$ cat config.mk
export PLATFORM = sky130hd
export DESIGN_NAME = mem_port_arbiter_flat
export DESIGN_NICKNAME = d
export VERILOG_FILES = /design/src/rtl/mem_port_arbiter_if.sv /design/src/rtl/mem_port_arbiter.sv /design/src/flat_wrapper.sv
export SDC_FILE = /design/constraint.sdc
export NUM_CORES = 1
export LEC_CHECK = 0
export CORE_UTILIZATION = 41
export CTS_CLUSTER_SIZE = 40
export DETAILED_ROUTE_END_ITERATION = 8
export GPL_TIMING_DRIVEN = 0
export HOLD_SLACK_MARGIN = 0.1
export PLACE_DENSITY = 0.84
export SLEW_MARGIN = 20
export SYNTH_ARGS = -nofsm -noshare
export SYNTH_HDL_FRONTEND = slang
export SYNTH_SLANG_ARGS = --single-unit
$ cat constraint.sdc
create_clock -name clk -period 2 [get_ports clk]
set_input_delay 0.3 -clock clk [delete_from_list [all_inputs] [get_ports clk]]
set_output_delay 0.3 -clock clk [all_outputs]
set_load 0.005 [all_outputs]
$ cat src/rtl/mem_port_arbiter_if.sv
// Signal bundle tying the fetch port, the data port and the shared memory port
// to mem_port_arbiter.
interface mem_port_arbiter_if #(
    parameter int unsigned ADDR_W = 32,
    parameter int unsigned DATA_W = 32
);
    localparam int unsigned MASK_W = DATA_W / 8;

    logic              if_req_valid;
    logic [ADDR_W-1:0] if_req_addr;
    logic              if_req_ready;
    logic              if_resp_valid;
    logic [DATA_W-1:0] if_resp_data;

    logic              d_req_valid;
    logic              d_req_we;
    logic [ADDR_W-1:0] d_req_addr;
    logic [DATA_W-1:0] d_req_wdata;
    logic [MASK_W-1:0] d_req_wmask;
    logic              d_req_ready;
    logic              d_resp_valid;
    logic [DATA_W-1:0] d_resp_data;

    logic              mem_req_valid;
    logic              mem_req_ready;
    logic              mem_req_we;
    logic [ADDR_W-1:0] mem_req_addr;
    logic [DATA_W-1:0] mem_req_wdata;
    logic [MASK_W-1:0] mem_req_wmask;
    logic              mem_resp_valid;
    logic [DATA_W-1:0] mem_resp_data;

    logic              busy;

    // Arbiter's view: serves the pipeline requesters, drives the memory port.
    modport slave (
        input  if_req_valid, if_req_addr,
        output if_req_ready, if_resp_valid, if_resp_data,
        input  d_req_valid, d_req_we, d_req_addr, d_req_wdata, d_req_wmask,
        output d_req_ready, d_resp_valid, d_resp_data,
        output mem_req_valid, mem_req_we, mem_req_addr, mem_req_wdata, mem_req_wmask,
        input  mem_req_ready, mem_resp_valid, mem_resp_data,
        output busy
    );

    // Surrounding system's view: pipeline requesters plus the memory responder.
    modport master (
        output if_req_valid, if_req_addr,
        input  if_req_ready, if_resp_valid, if_resp_data,
        output d_req_valid, d_req_we, d_req_addr, d_req_wdata, d_req_wmask,
        input  d_req_ready, d_resp_valid, d_resp_data,
        input  mem_req_valid, mem_req_we, mem_req_addr, mem_req_wdata, mem_req_wmask,
        output mem_req_ready, mem_resp_valid, mem_resp_data,
        input  busy
    );
endinterface

$ cat src/rtl/mem_port_arbiter.sv
// Serialises fetch and data-path requests onto the single memory port, one
// transaction outstanding, with a starvation limit protecting fetch.
module mem_port_arbiter #(
    parameter int unsigned ADDR_W     = 32,
    parameter int unsigned DATA_W     = 32,
    parameter int unsigned STARVE_MAX = 4
) (
    input  logic              clk,
    input  logic              reset,
    mem_port_arbiter_if.slave bus
);
    localparam int unsigned MASK_W = DATA_W / 8;
    localparam int unsigned CNT_W  = $clog2(STARVE_MAX + 1);
    localparam logic [CNT_W-1:0] CNT_MAX = CNT_W'(STARVE_MAX);

    localparam logic [1:0] ST_IDLE  = 2'd0;
    localparam logic [1:0] ST_ISSUE = 2'd1;
    localparam logic [1:0] ST_WAIT  = 2'd2;

    logic [1:0]        state_q, state_d;
    logic [CNT_W-1:0]  starve_cnt_q, starve_cnt_d;
    logic              owner_d_q, owner_d_d;
    logic              mem_req_valid_q, mem_req_valid_d;
    logic              mem_req_we_q, mem_req_we_d;
    logic [ADDR_W-1:0] mem_req_addr_q, mem_req_addr_d;
    logic [DATA_W-1:0] mem_req_wdata_q, mem_req_wdata_d;
    logic [MASK_W-1:0] mem_req_wmask_q, mem_req_wmask_d;
    logic              if_resp_valid_q, if_resp_valid_d;
    logic [DATA_W-1:0] if_resp_data_q, if_resp_data_d;
    logic              d_resp_valid_q, d_resp_valid_d;
    logic [DATA_W-1:0] d_resp_data_d, d_resp_data_q;
    logic              busy_q, busy_d;
    logic              grant_if_c, grant_d_c;

    // Next-state, arbitration and output computation.
    always_comb begin
        state_d         = state_q;
        starve_cnt_d    = starve_cnt_q;
        owner_d_d       = owner_d_q;
        mem_req_valid_d = mem_req_valid_q;
        mem_req_we_d    = mem_req_we_q;
        mem_req_addr_d  = mem_req_addr_q;
        mem_req_wdata_d = mem_req_wdata_q;
        mem_req_wmask_d = mem_req_wmask_q;
        if_resp_valid_d = 1'b0;
        if_resp_data_d  = if_resp_data_q;
        d_resp_valid_d  = 1'b0;
        d_resp_data_d   = d_resp_data_q;
        grant_if_c      = 1'b0;
        grant_d_c       = 1'b0;

        case (state_q)
            ST_IDLE: begin
                // D has priority unless fetch has waited through STARVE_MAX D grants.
                grant_if_c = bus.if_req_valid &&
                             (!bus.d_req_valid || (starve_cnt_q == CNT_MAX));
                grant_d_c  = bus.d_req_valid && !grant_if_c;
                if (!bus.if_req_valid) begin
                    starve_cnt_d = '0;
                end
                if (grant_if_c) begin
                    starve_cnt_d    = '0;
                    owner_d_d       = 1'b0;
                    mem_req_we_d    = 1'b0;
                    mem_req_addr_d  = bus.if_req_addr;
                    mem_req_wdata_d = '0;
                    mem_req_wmask_d = '0;
                    mem_req_valid_d = 1'b1;
                    state_d         = ST_ISSUE;
                end else if (grant_d_c) begin
                    if (bus.if_req_valid && (starve_cnt_q != CNT_MAX)) begin
                        starve_cnt_d = starve_cnt_q + CNT_W'(1);
                    end
                    owner_d_d       = 1'b1;
                    mem_req_we_d    = bus.d_req_we;
                    mem_req_addr_d  = bus.d_req_addr;
                    mem_req_wdata_d = bus.d_req_wdata;
                    mem_req_wmask_d = bus.d_req_wmask;
                    mem_req_valid_d = 1'b1;
                    state_d         = ST_ISSUE;
                end
            end
            ST_ISSUE: begin
                if (bus.mem_req_ready) begin
                    mem_req_valid_d = 1'b0;
                    if (mem_req_we_q) begin
                        d_resp_valid_d = 1'b1;
                        d_resp_data_d  = '0;
                        state_d        = ST_IDLE;
                    end else begin
                        state_d = ST_WAIT;
                    end
                end
            end
            ST_WAIT: begin
                if (bus.mem_resp_valid) begin
                    if (owner_d_q) begin
                        d_resp_valid_d = 1'b1;
                        d_resp_data_d  = bus.mem_resp_data;
                    end else begin
                        if_resp_valid_d = 1'b1;
                        if_resp_data_d  = bus.mem_resp_data;
                    end
                    state_d = ST_IDLE;
                end
            end
            default: begin
                mem_req_valid_d = 1'b0;
                state_d         = ST_IDLE;
            end
        endcase

        busy_d = (state_d != ST_IDLE);
    end

    // State and output registers.
    always_ff @(posedge clk) begin
        if (reset) begin
            state_q         <= ST_IDLE;
            starve_cnt_q    <= '0;
            owner_d_q       <= 1'b0;
            mem_req_valid_q <= 1'b0;
            mem_req_we_q    <= 1'b0;
            mem_req_addr_q  <= '0;
            mem_req_wdata_q <= '0;
            mem_req_wmask_q <= '0;
            if_resp_valid_q <= 1'b0;
            if_resp_data_q  <= '0;
            d_resp_valid_q  <= 1'b0;
            d_resp_data_q   <= '0;
            busy_q          <= 1'b0;
        end else begin
            state_q         <= state_d;
            starve_cnt_q    <= starve_cnt_d;
            owner_d_q       <= owner_d_d;
            mem_req_valid_q <= mem_req_valid_d;
            mem_req_we_q    <= mem_req_we_d;
            mem_req_addr_q  <= mem_req_addr_d;
            mem_req_wdata_q <= mem_req_wdata_d;
            mem_req_wmask_q <= mem_req_wmask_d;
            if_resp_valid_q <= if_resp_valid_d;
            if_resp_data_q  <= if_resp_data_d;
            d_resp_valid_q  <= d_resp_valid_d;
            d_resp_data_q   <= d_resp_data_d;
            busy_q          <= busy_d;
        end
    end

    assign bus.if_req_ready  = grant_if_c;
    assign bus.d_req_ready   = grant_d_c;
    assign bus.if_resp_valid = if_resp_valid_q;
    assign bus.if_resp_data  = if_resp_data_q;
    assign bus.d_resp_valid  = d_resp_valid_q;
    assign bus.d_resp_data   = d_resp_data_q;
    assign bus.mem_req_valid = mem_req_valid_q;
    assign bus.mem_req_we    = mem_req_we_q;
    assign bus.mem_req_addr  = mem_req_addr_q;
    assign bus.mem_req_wdata = mem_req_wdata_q;
    assign bus.mem_req_wmask = mem_req_wmask_q;
    assign bus.busy          = busy_q;
endmodule
$ cat src/flat_wrapper.sv
// flat-port wrapper written by rule: the top's interface ports become plain ports
module mem_port_arbiter_flat 
#(
    parameter int unsigned ADDR_W     = 32,
    parameter int unsigned DATA_W     = 32,
    parameter int unsigned STARVE_MAX = 4
)
  (clk, reset, bus_if_req_valid, bus_if_req_addr, bus_if_req_ready, bus_if_resp_valid, bus_if_resp_data, bus_d_req_valid, bus_d_req_we, bus_d_req_addr, bus_d_req_wdata, bus_d_req_wmask, bus_d_req_ready, bus_d_resp_valid, bus_d_resp_data, bus_mem_req_valid, bus_mem_req_we, bus_mem_req_addr, bus_mem_req_wdata, bus_mem_req_wmask, bus_mem_req_ready, bus_mem_resp_valid, bus_mem_resp_data, bus_busy);
  mem_port_arbiter_if #(.ADDR_W(ADDR_W), .DATA_W(DATA_W)) bus_i ();
  input  logic clk;
  input  logic reset;
  input wire logic [$bits(bus_i.if_req_valid)-1:0] bus_if_req_valid;
  input wire logic [$bits(bus_i.if_req_addr)-1:0] bus_if_req_addr;
  output wire logic [$bits(bus_i.if_req_ready)-1:0] bus_if_req_ready;
  output wire logic [$bits(bus_i.if_resp_valid)-1:0] bus_if_resp_valid;
  output wire logic [$bits(bus_i.if_resp_data)-1:0] bus_if_resp_data;
  input wire logic [$bits(bus_i.d_req_valid)-1:0] bus_d_req_valid;
  input wire logic [$bits(bus_i.d_req_we)-1:0] bus_d_req_we;
  input wire logic [$bits(bus_i.d_req_addr)-1:0] bus_d_req_addr;
  input wire logic [$bits(bus_i.d_req_wdata)-1:0] bus_d_req_wdata;
  input wire logic [$bits(bus_i.d_req_wmask)-1:0] bus_d_req_wmask;
  output wire logic [$bits(bus_i.d_req_ready)-1:0] bus_d_req_ready;
  output wire logic [$bits(bus_i.d_resp_valid)-1:0] bus_d_resp_valid;
  output wire logic [$bits(bus_i.d_resp_data)-1:0] bus_d_resp_data;
  output wire logic [$bits(bus_i.mem_req_valid)-1:0] bus_mem_req_valid;
  output wire logic [$bits(bus_i.mem_req_we)-1:0] bus_mem_req_we;
  output wire logic [$bits(bus_i.mem_req_addr)-1:0] bus_mem_req_addr;
  output wire logic [$bits(bus_i.mem_req_wdata)-1:0] bus_mem_req_wdata;
  output wire logic [$bits(bus_i.mem_req_wmask)-1:0] bus_mem_req_wmask;
  input wire logic [$bits(bus_i.mem_req_ready)-1:0] bus_mem_req_ready;
  input wire logic [$bits(bus_i.mem_resp_valid)-1:0] bus_mem_resp_valid;
  input wire logic [$bits(bus_i.mem_resp_data)-1:0] bus_mem_resp_data;
  output wire logic [$bits(bus_i.busy)-1:0] bus_busy;
  assign bus_i.if_req_valid = bus_if_req_valid;
  assign bus_i.if_req_addr = bus_if_req_addr;
  assign bus_if_req_ready = bus_i.if_req_ready;
  assign bus_if_resp_valid = bus_i.if_resp_valid;
  assign bus_if_resp_data = bus_i.if_resp_data;
  assign bus_i.d_req_valid = bus_d_req_valid;
  assign bus_i.d_req_we = bus_d_req_we;
  assign bus_i.d_req_addr = bus_d_req_addr;
  assign bus_i.d_req_wdata = bus_d_req_wdata;
  assign bus_i.d_req_wmask = bus_d_req_wmask;
  assign bus_d_req_ready = bus_i.d_req_ready;
  assign bus_d_resp_valid = bus_i.d_resp_valid;
  assign bus_d_resp_data = bus_i.d_resp_data;
  assign bus_mem_req_valid = bus_i.mem_req_valid;
  assign bus_mem_req_we = bus_i.mem_req_we;
  assign bus_mem_req_addr = bus_i.mem_req_addr;
  assign bus_mem_req_wdata = bus_i.mem_req_wdata;
  assign bus_mem_req_wmask = bus_i.mem_req_wmask;
  assign bus_i.mem_req_ready = bus_mem_req_ready;
  assign bus_i.mem_resp_valid = bus_mem_resp_valid;
  assign bus_i.mem_resp_data = bus_mem_resp_data;
  assign bus_busy = bus_i.busy;
  mem_port_arbiter #(.ADDR_W(ADDR_W), .DATA_W(DATA_W), .STARVE_MAX(STARVE_MAX)) u_core (.clk(clk), .reset(reset), .bus(bus_i));
endmodule
==> out/results.ini <==
[run_status]
status = completed

[routing]
finalWirelength_um = 20400
vias = 6436
drc = 0
wl_per_cell_um = 17.5
first_pass_iters = 4
viasPerCell = 5.52
postRouteAntennaNets = 0
drt_iter0_markers = 393

[timing]
slew_violations = 0
fin_crit_ns = 1.95
finalSetupViolations = 0
fin_crit_sh_pct = 97.5
relSlewSlack_pct = 57.7
worstMarginPinSlew_ns = 0.635
fmax_ghz = 0.513
rsz0062_at_grt = false
fin_hold_ws_ns = 0.206
skew_ns = 0.00672
hold_violations = 0

[critical_path]
cp.arrival_ns = 1.65
reg2reg_slack_ns = 0.17
start_kind = flip-flop
cp_max_fo = 3
critPathRequiredTime_ns = 1.70
criticalPathCategory = flip-flop to output pin
endpoint_kind = output pin
worstSetupStartpoint = u_core.starve_cnt_q[0]
ff2ff_path_depth = 8
worstReg2RegStart = u_core.starve_cnt_q[0]
r2r-end = u_core.bus.mem_req_addr[30]

[die]
boundaryPins = 278
start_util_pct = 41.9
die_w_um = 121
rows = 43
dieArea_sq_um = 14600
core_region_area_sq_um = 13800
die_h_um = 121

[synthesis]
yosysWarningCount = 0
synth-async-reset-ratio_pct = 0
netlist_area_sq_um = 5800
synthCells = 669
synth_fp_nets = 814
synth.avg_cell_area_sq_um = 8.66
synth_edf_count = 0
synthFlopType = dfxtp_1
synth.distinct_cells = 42
seq_area_frac_synth_pct = 49.4
ys_ff_latch = 143

[finish]
layout.nets = 1118
syn_to_final_growth_pct = 63.7
drive_gt1_share_pct = 9.85
stdcell_area_sq_um = 9490
layout_commonest_cell = clkdlybuf4s50_1
layout_common_cells = clkdlybuf4s50_1 (273), dfxtp_1 (138), nor2_1 (74)
fillCellCount = 1105

[global_routing]
antenna_found_initial = 1
grt_first_pass_wirelength_um = 31600
grt_max_degree = 17
track_usage_pct = 27.7
gr-total-overflow = 0
grt_pass1_vias = 6208

[power]
p_per_area_nw_per_um2 = 858
vdd_drop_max_uv = 562
power.leakage_nw = 3.40

[placed_design]
place.gp.congestion = 0.834
dp.final_hpwl_um = 14200
post_dp_cell_area_sq_um = 8780
portBuffers = 276

[worst_hold_path]
hold_class = input pin to flip-flop
whs_path_depth = 2
min-delay-start = reset
hold_end = u_core.starve_cnt_q[2]

[clocking]
ctsHoldBuffers = 0
clk_pin_slew_ns = 0.06
cts.path.max_buffers = 2
cts_tree = done
numCtsBuffers = 17
htree_num_levels = 4
clock-sinks = 143
cts_root_buffer = clkbuf_16
clk_latency_ns = 0.43

[job]
max_cap_violations = 0

## power by group
| part | leakage [nW] | switching (W) | internal (W) |
|---|---|---|---|
| registers | 1.17 | 0.000113 | 0.00306 |
| clock network | 0.290 | 0.00123 | 0.00197 |
| logic | 1.94 | 0.000865 | 0.000915 |
## registers in the layout, indices dropped and copies added (netlist names)
signal,flops
u_core.bus.mem_req_we,1
u_core.bus.mem_req_addr,32
u_core.bus.mem_req_wmask,4
u_core.state_q,2
u_core.bus.if_resp_data,32
u_core.bus.d_resp_data,32
u_core.bus.busy,1
u_core.bus.mem_req_wdata,32
u_core.bus.if_resp_valid,1
u_core.bus.d_resp_valid,1
u_core.starve_cnt_q,3
u_core.bus.mem_req_valid,1
u_core.owner_d_q,1
## kinds of logic (layout without fill, tap and decap cells)
family	count (synthesis)	after routing	synth area share, %
AO/OA/AOI/OAI	215	215	25.7
XOR/XNOR	1	1	0.151
adder cells (fa/ha/maj)	6	6	1.30
buffers and inverters	81	397	6.89
flip-flops	143	143	49.4
other	0	1	0
AND/OR/NAND/NOR	223	223	16.6
## layer usage
metal / GRT usage (%) / part of all wire (%)
met3: 8.04 / 7.7
met2: 45.3 / 48
met5: 0 / 0
met4: 12.1 / 3.4
met1: 33.7 / 41
## per-stage QoR
step                cells  power [W]  utilization, %  setup WS (ns)  setup TNS [ns]
floorplan             669    0.00401               -          0.408               0
global placement     1125    0.00490            63.5         -0.458          -0.748
detailed placement   1125    0.00493            63.5         -0.448          -0.736
CTS                  1165    0.00816            68.7         0.0278               0
global route         1166    0.00848            68.6         0.0161               0
finish               1166    0.00815            68.6         0.0491               0
## worst max-delay path, stage by stage, from the launching register on
cell and delay (ns):
dfxtp_2 0.34, inv_2 0.05, ha_4 0.17, a21bo_1 0.18, buf_6 0.11, and3_1 0.17
clkdlybuf4s15_2 0.20
## how the worst max path moves through the flow
stage / end / cells after the start
finish: bus_if_req_ready / 6
global route: bus_if_req_ready / 6
CTS: bus_d_req_ready / 7
detailed placement: bus_d_req_ready / 6
global placement: bus_d_req_ready / 6
floorplan: bus_d_req_ready / 6
## timing repair
item | CTS | global route
setup endpoints to repair | 2 | 2
pin swaps | 1 | 2
resized for setup | 23 | 1
buffers inserted | 11 | 0
## area by class of cell
cell class / count / area (sq um) / area share (%)
Sequential cell: 143 / 2870 / 30.2
Timing Repair Buffer: 287 / 2840 / 29.9
Multi-Input combinational cell: 445 / 2560 / 27.0
Clock buffer: 23 / 488 / 5.14
Buffer: 72 / 375 / 3.96
Tap cell: 180 / 225 / 2.37
Clock inverter: 8 / 104 / 1.09
Inverter: 7 / 26.3 / 0.277
Antenna cell: 1 / 2.50 / 0.0264
## cells in the mapped netlist, types with 3 or more instances
cell type	count	area share, %
a21oi_1	65	5.6
a311oi_1	31	4.7
a32oi_1	37	5.6
buf_2	31	2.7
buf_4	3	0.39
buf_6	5	0.97
clkbuf_1	31	2.0
clkbuf_2	3	0.26
dfxtp_1	143	49
ha_1	6	1.3
inv_1	7	0.45
nand2_1	66	4.3
nand3_1	66	5.7
nor2_1	74	4.8
nor3_1	4	0.35
o21ai_0	29	2.5
o21ai_1	5	0.43
o31ai_1	32	4.1
No activity file was read; power rests on OpenSTA's default activity.
==> edit 1 (same flow settings) <==
`DATA_W` is set to 32 in 3 places; all go to 40.
--- a/src/rtl/mem_port_arbiter_if.sv
+++ b/src/rtl/mem_port_arbiter_if.sv
@@ -4,3 +4,3 @@
     parameter int unsigned ADDR_W = 32,
-    parameter int unsigned DATA_W = 32
+    parameter int unsigned DATA_W = 40
 );
--- a/src/rtl/mem_port_arbiter.sv
+++ b/src/rtl/mem_port_arbiter.sv
@@ -4,3 +4,3 @@
     parameter int unsigned ADDR_W     = 32,
-    parameter int unsigned DATA_W     = 32,
+    parameter int unsigned DATA_W     = 40,
     parameter int unsigned STARVE_MAX = 4
--- a/src/flat_wrapper.sv
+++ b/src/flat_wrapper.sv
@@ -4,3 +4,3 @@
     parameter int unsigned ADDR_W     = 32,
-    parameter int unsigned DATA_W     = 32,
+    parameter int unsigned DATA_W     = 40,
     parameter int unsigned STARVE_MAX = 4
Interface: changed (7 resized); port bits go from 278 to 320. No check against the original RTL was run, so the function may have changed too.
==> edit 1 against the unedited design <==
  * Final cell count increased by 15%
  * Worst setup slack improved by 0.023 ns
  * Largest power group is now sequential cells
  * Via count increased by 15%
  * Wire length increased by 19%
  * Clock power increased by 9.7%
  * Cell area increased by 15%
  * Sequential cell count increased by 25
  * Synthesized area increased by 15%
  * Combinational power increased by 8%
  * Power increased by 12%
  * Critical path depth unchanged
==> edit 1: results (changes against the unedited design) <==
[synthesis]
synth_seq_area_share=0.504  ; +0.00971
postSynth.asyncResetShare=0  ; unchanged
syn_nets=933  ; +15%
synth_cell_types=38  ; -9.5%
synth_warnings=0  ; unchanged
synth_commonest_cells=168 x dfxtp_1, 84 x nand2_1, 83 x nor2_1
synthTopCellsByArea=dfxtp_1 50%, a32oi_1 6.2%, a21oi_1 6.1%
postSynthAreaPerCell_um2=8.66  ; about the same
synth-compound-area-share=0.255  ; -0.00149
ys_dominant_reg_cell=dfxtp_1
post_synth_fa_ha_maj_area_fraction=0.0112  ; -0.00171
fraction_of_synthesized_cell_area_in_xor_and_xnor_cells=0  ; -0.00151

[critical_path]
crit_path_max_fanout=3  ; unchanged
crit_path_start=u_core.state_q[1]$_SDFF_PP0_
worst_path_largest_cell_delay_ns=0.36  ; +0.02 ns
path_delay_family=buffers and inverters
cp_slowest_cell=dfxtp_2

[status]
run_status=completed

[place]
estimated_wirelength_of_the_detail_placed_design_um=17800  ; +25%
worst_setup_slack_post_dpl_ns=-0.394  ; +0.0539 ns
place.detailed.instances=1305  ; +16%
port_buffers=318  ; +15%
globalplace.congestion=0.814  ; -2.4%
placed_cell_area_mm2=0.0101  ; +15%

[global_route]
grt_start_max_net_pins=17  ; unchanged
grt_util_met2=0.482  ; +0.0297
first_pass_grt_wire_length_um=36500  ; +16%
gr-usage-all-layers=0.282  ; +0.00492
grt.met1_usage=0.316  ; -0.0208
grt_pass1_vias=7211  ; +16%
use_met3=0.0900  ; +0.00965
antenna_found_initial=0  ; -1

[min_path]
min_from=bus_mem_resp_data[10]
worst_hold_path_type=input port to register

[drt]
routed_wl_um=24200  ; +19%
wl_met2_um=11800  ; +20%
route.top_layer_used=met4
drt-wirelength-per-cell_um=18.1  ; +3.2%
met3_length_um=2080  ; +32%
detailroute.via_count=7408  ; +15%
dr.first_iter.drc_count=416  ; +5.9%
routedLengthMet1_um=9480  ; +14%
detailedRoute.firstPassIterationCount=5  ; +1

[power_and_ir_drop]
vdd_ir_drop_max_mv=0.571  ; +1.6%
cell_internal_pwr_uw=6580  ; +11%
leakagePower_uw=0.00384  ; +13%

[timing]
relSlewSlack=0.600  ; +0.0232
clock-skew-final_ns=0.00706  ; +0.000343 ns

[cts]
cts-root-buf=clkbuf_16
tritoncts.num_buffers=17  ; unchanged
clkTransAtPathRegs_ns=0.07
clk-insertion-delay-late_ns=0.43  ; about the same

[cells_and_area]
nets=1276  ; +14%
layout-drive-gt1-share=0.0887  ; -0.00975
antenna-diode-count=0  ; -1

-- edit 1: cell types whose count changed after synthesis, sizes merged, moves of 5 or more --
cell and change:
clkbuf +6, dfxtp +25, a32oi +10, a21oi +17
buf +5, nor2 +9, nand3 +7, nand2 +18
o31ai +8
-- edit 1: what timing repair did --
item | CTS | global route
gates resized for setup | 18 | 6
pin swaps | 3 | 0
setup endpoints to repair | 2 | 2
buffers inserted | 9 | 0
gates cloned | 1 | 0
hold buffers | 0 | 0
-- edit 1: path summary, 6_finish.rpt --
| path | cells after the start | slack (ns) | end |
|---|---|---|---|
| setup reg to reg | 6 | 0.08 | u_core.bus.d_resp_data[27]$_SDFFE_PP0P_ |
| setup / recovery | 6 | 0.07 | bus_d_req_ready |
| hold reg to reg | 2 | 0.45 | u_core.bus.if_resp_data[10]$_SDFFE_PP0P_ |
| hold / removal | 3 | 0.45 | u_core.bus.if_resp_data[10]$_SDFFE_PP0P_ |
-- edit 1: power by group through the flow --
stage,clock network [uW],registers (uW),logic (uW)
2_1_floorplan,0,3760,818
3_3_place_gp,0,3750,1830
3_5_place_dp,0,3760,1860
4_1_cts,3560,3680,1920
5_1_grt,3690,3710,2080
6_report,3510,3690,1930
-- edit 1: final cells by class --
cell class,count,area (um^2)
fillers,1303,5010
flip-flops and latches,168,3370
repair buffers,327,3240
multi-input cells,512,2930
clock buffers,19,443
plain buffers,81,404
well taps,216,270
clock inverters,13,183
inverters,7,32.5
-- edit 1: stage by stage --
stage	setup TNS, ns	utilization
after CTS	0	0.684
final	0	0.684
after floorplan	0	-
after detailed placement	-1.57	0.638
after global placement	-0.748	0.638
after global routing	0	0.684
==> edit 2 (same settings) <==
Without the edit above. `mem_req_addr_q` no longer has a reset.
--- a/src/rtl/mem_port_arbiter.sv
+++ b/src/rtl/mem_port_arbiter.sv
@@ -123,3 +123,2 @@
             mem_req_we_q    <= 1'b0;
-            mem_req_addr_q  <= '0;
             mem_req_wdata_q <= '0;
@@ -137,3 +136,2 @@
             mem_req_we_q    <= mem_req_we_d;
-            mem_req_addr_q  <= mem_req_addr_d;
             mem_req_wdata_q <= mem_req_wdata_d;
@@ -146,2 +144,6 @@
         end
+    end
+
+    always_ff @(posedge clk) begin
+        mem_req_addr_q <= mem_req_addr_d;
     end
Behaviour: not the same (a bounded check fails within 4 cycles, from zero or initial values and one cycle with reset high).
==> edit 2 against the unedited design <==
  * First-iteration DRC count increased by 17%
  * Synthesized area shrank 0.99%
  * Worst setup slack better by 0.039 ns
  * Sequential cell count is the same
  * Combinational power shrank 14%
  * Final cell count fell by 10%
  * Clock skew about the same
  * Power shrank 1.1%
  * Sequential share of layout area up 3.4 points
  * Cell area is essentially flat
  * Global-route usage is 3.7 points lower
  * Non-clock buffer count is 18 lower
  * Wire length is 15% lower
  * Via count shrank 16%
==> edit 2: results (changes against the unedited design) <==
[cts]
clk-insertion-delay-late_ns=0.42
tritoncts.num_buffers=17  ; unchanged
number_of_h_tree_levels=4  ; unchanged
clkTransAtPathRegs_ns=0.06  ; about the same
cts-root-buf=clkbuf_16

[global_route]
first_pass_grt_wire_length_um=26900  ; -15%
gr-usage-all-layers=0.239  ; -0.0373
antenna_found_initial=0  ; -1
grt_start_max_net_pins=34  ; +17
grt_pass1_vias=5253  ; -15%

[drt]
dr.first_iter.drc_count=458  ; +17%
detailroute.via_count=5420  ; -16%
detailedRoute.firstPassIterationCount=4  ; unchanged
routed_wl_um=17300  ; -15%

[cells_and_area]
nets=1002  ; -10%
fillerInstances=1009  ; -8.7%
antenna-diode-count=0  ; -1
layout-drive-gt1-share=0.134  ; +0.0360

[synthesis]
synthTopCellsByArea=dfxtp_1 39%, edfxtp_1 17%, mux2_4 7.6%
postSynth.asyncResetShare=0  ; unchanged
synth_seq_area_share=0.555  ; +0.0608
synth_edf_count=32  ; +32
synth_commonest_cells=111 x dfxtp_1, 67 x a21oi_1, 65 x nand2_1
synth_warnings=0  ; unchanged
syn_nets=695  ; -15%
synth_cell_types=37  ; -12%

[min_path]
min_delay_path_depth=3  ; +1
worst_hold_path_type=input port to register

[critical_path]
cp_slowest_cell=dfxtp_2
r2r.worst_path.cells=6  ; -2
timing.critical_path.arrival_ns=1.61  ; -0.04 ns
crit_path_max_fanout=10  ; +7
worst_path_largest_cell_delay_ns=0.32  ; -0.02 ns

[place]
placed_cell_area_mm2=0.00873  ; -0.60%
globalplace.congestion=0.835  ; about the same
port_buffers=277  ; +0.36%
estimated_wirelength_of_the_detail_placed_design_um=12600  ; -11%

[power_and_ir_drop]
vdd_ir_drop_max_mv=0.583  ; +3.7%
leakagePower_uw=0.00351  ; +3.4%

[status]
run_status=completed

[job]
maxCapViolCount=0  ; unchanged

[timing]
clock-skew-final_ns=0.00691  ; +0.000198 ns
worst_tran_pin_value_ns=0.639  ; +0.00397 ns

-- edit 2: cell count changes in the layout (fill, tap and decap cells not counted), moves of 29 or more --
cell	delta
dfxtp_1	-31
nor2_1	-31
o21ai_0	-29
edfxtp_1	+32
mux2_4	+29
a311oi_1	-31
nand3_1	-33
-- edit 2: power by group --
part / internal [uW] / switching (uW) / total (uW) / leakage (uW)
Clock: 2020 / 1220 / 3250 / 0.000300
Combinational: 848 / 684 / 1530 / 0.00199
Sequential: 3190 / 84.4 / 3270 / 0.00122
-- edit 2: layout make-up --
cell class              count  area [um^2]  area share
inverters                   7         28.8     0.00303
clock inverters            10          120      0.0127
flip-flops and latches    143         3190       0.336
plain buffers              50          273      0.0288
repair buffers            291         2870       0.303
clock buffers              22          495      0.0522
well taps                 176          220      0.0232
multi-input cells         347         2290       0.241
-- edit 2: what timing repair did --
action,4_1_cts,5_1_grt
buffers inserted,12,2
endpoints found under the hold margin,0,0
pin swaps,2,2
resized for setup,20,10
setup endpoints to repair,3,3
-- edit 2: worst paths after layout --
check | to | from | slack [ns]
max | bus_d_req_ready | u_core.starve_cnt_q[0]$_SDFFE_PP0P_ | 0.09
max reg2reg | u_core.bus.d_resp_data[8]$_SDFFE_PP0P_ | u_core.state_q[0]$_SDFF_PP0_ | 0.13
min reg2reg | u_core.bus.if_resp_data[6]$_SDFFE_PP0P_ | u_core.bus.if_resp_data[6]$_SDFFE_PP0P_ | 0.45
min | u_core.starve_cnt_q[1]$_SDFFE_PP0P_ | bus_if_req_valid | 0.36
-- edit 2: logic make-up after synthesis --
kind of cell | after synthesis | share of synthesized area
AND/OR/NAND/NOR | 160 | 0.122
AO/OA/AOI/OAI | 148 | 0.175
flip-flops | 143 | 0.555
buffers and inverters | 60 | 0.0521
multiplexers | 32 | 0.0818
adder cells (fa/ha/maj) | 6 | 0.0131
XOR/XNOR | 1 | 0.00153
-- edit 2: per-layer routing --
| layer | global-route usage | up-vias | wire, um |
|---|---|---|---|
| met2 | 0.401 | 236 | 8450 |
| met5 | 0 | - | 0 |
| li1 | - | 2622 | - |
| met3 | 0.0759 | 27 | 1530 |
| met1 | 0.281 | 2535 | 6930 |
| met4 | 0.103 | 0 | 376 |
-- edit 2: critical path: cells and delay by family, from the launching register on --
kind / cells / cell delay (ns)
adder cells (fa/ha/maj): 1 / 0.15
flip-flops: 1 / 0.32
AND/OR/NAND/NOR: 2 / 0.26
buffers and inverters: 4 / 0.46
-- edit 2: per-stage QoR --
step                      instances  hold slack [ns]  setup WS (ns)  setup TNS (ns)
final                          1046            0.360         0.0879               0
after global placement         1003            0.442         -0.697          -19.58
after CTS                      1045            0.439        0.00150               0
after floorplan                 550            0.436         0.0468               0
after global routing           1046            0.382        0.00325               0
after detailed placement       1003            0.446         -0.447           -6.60
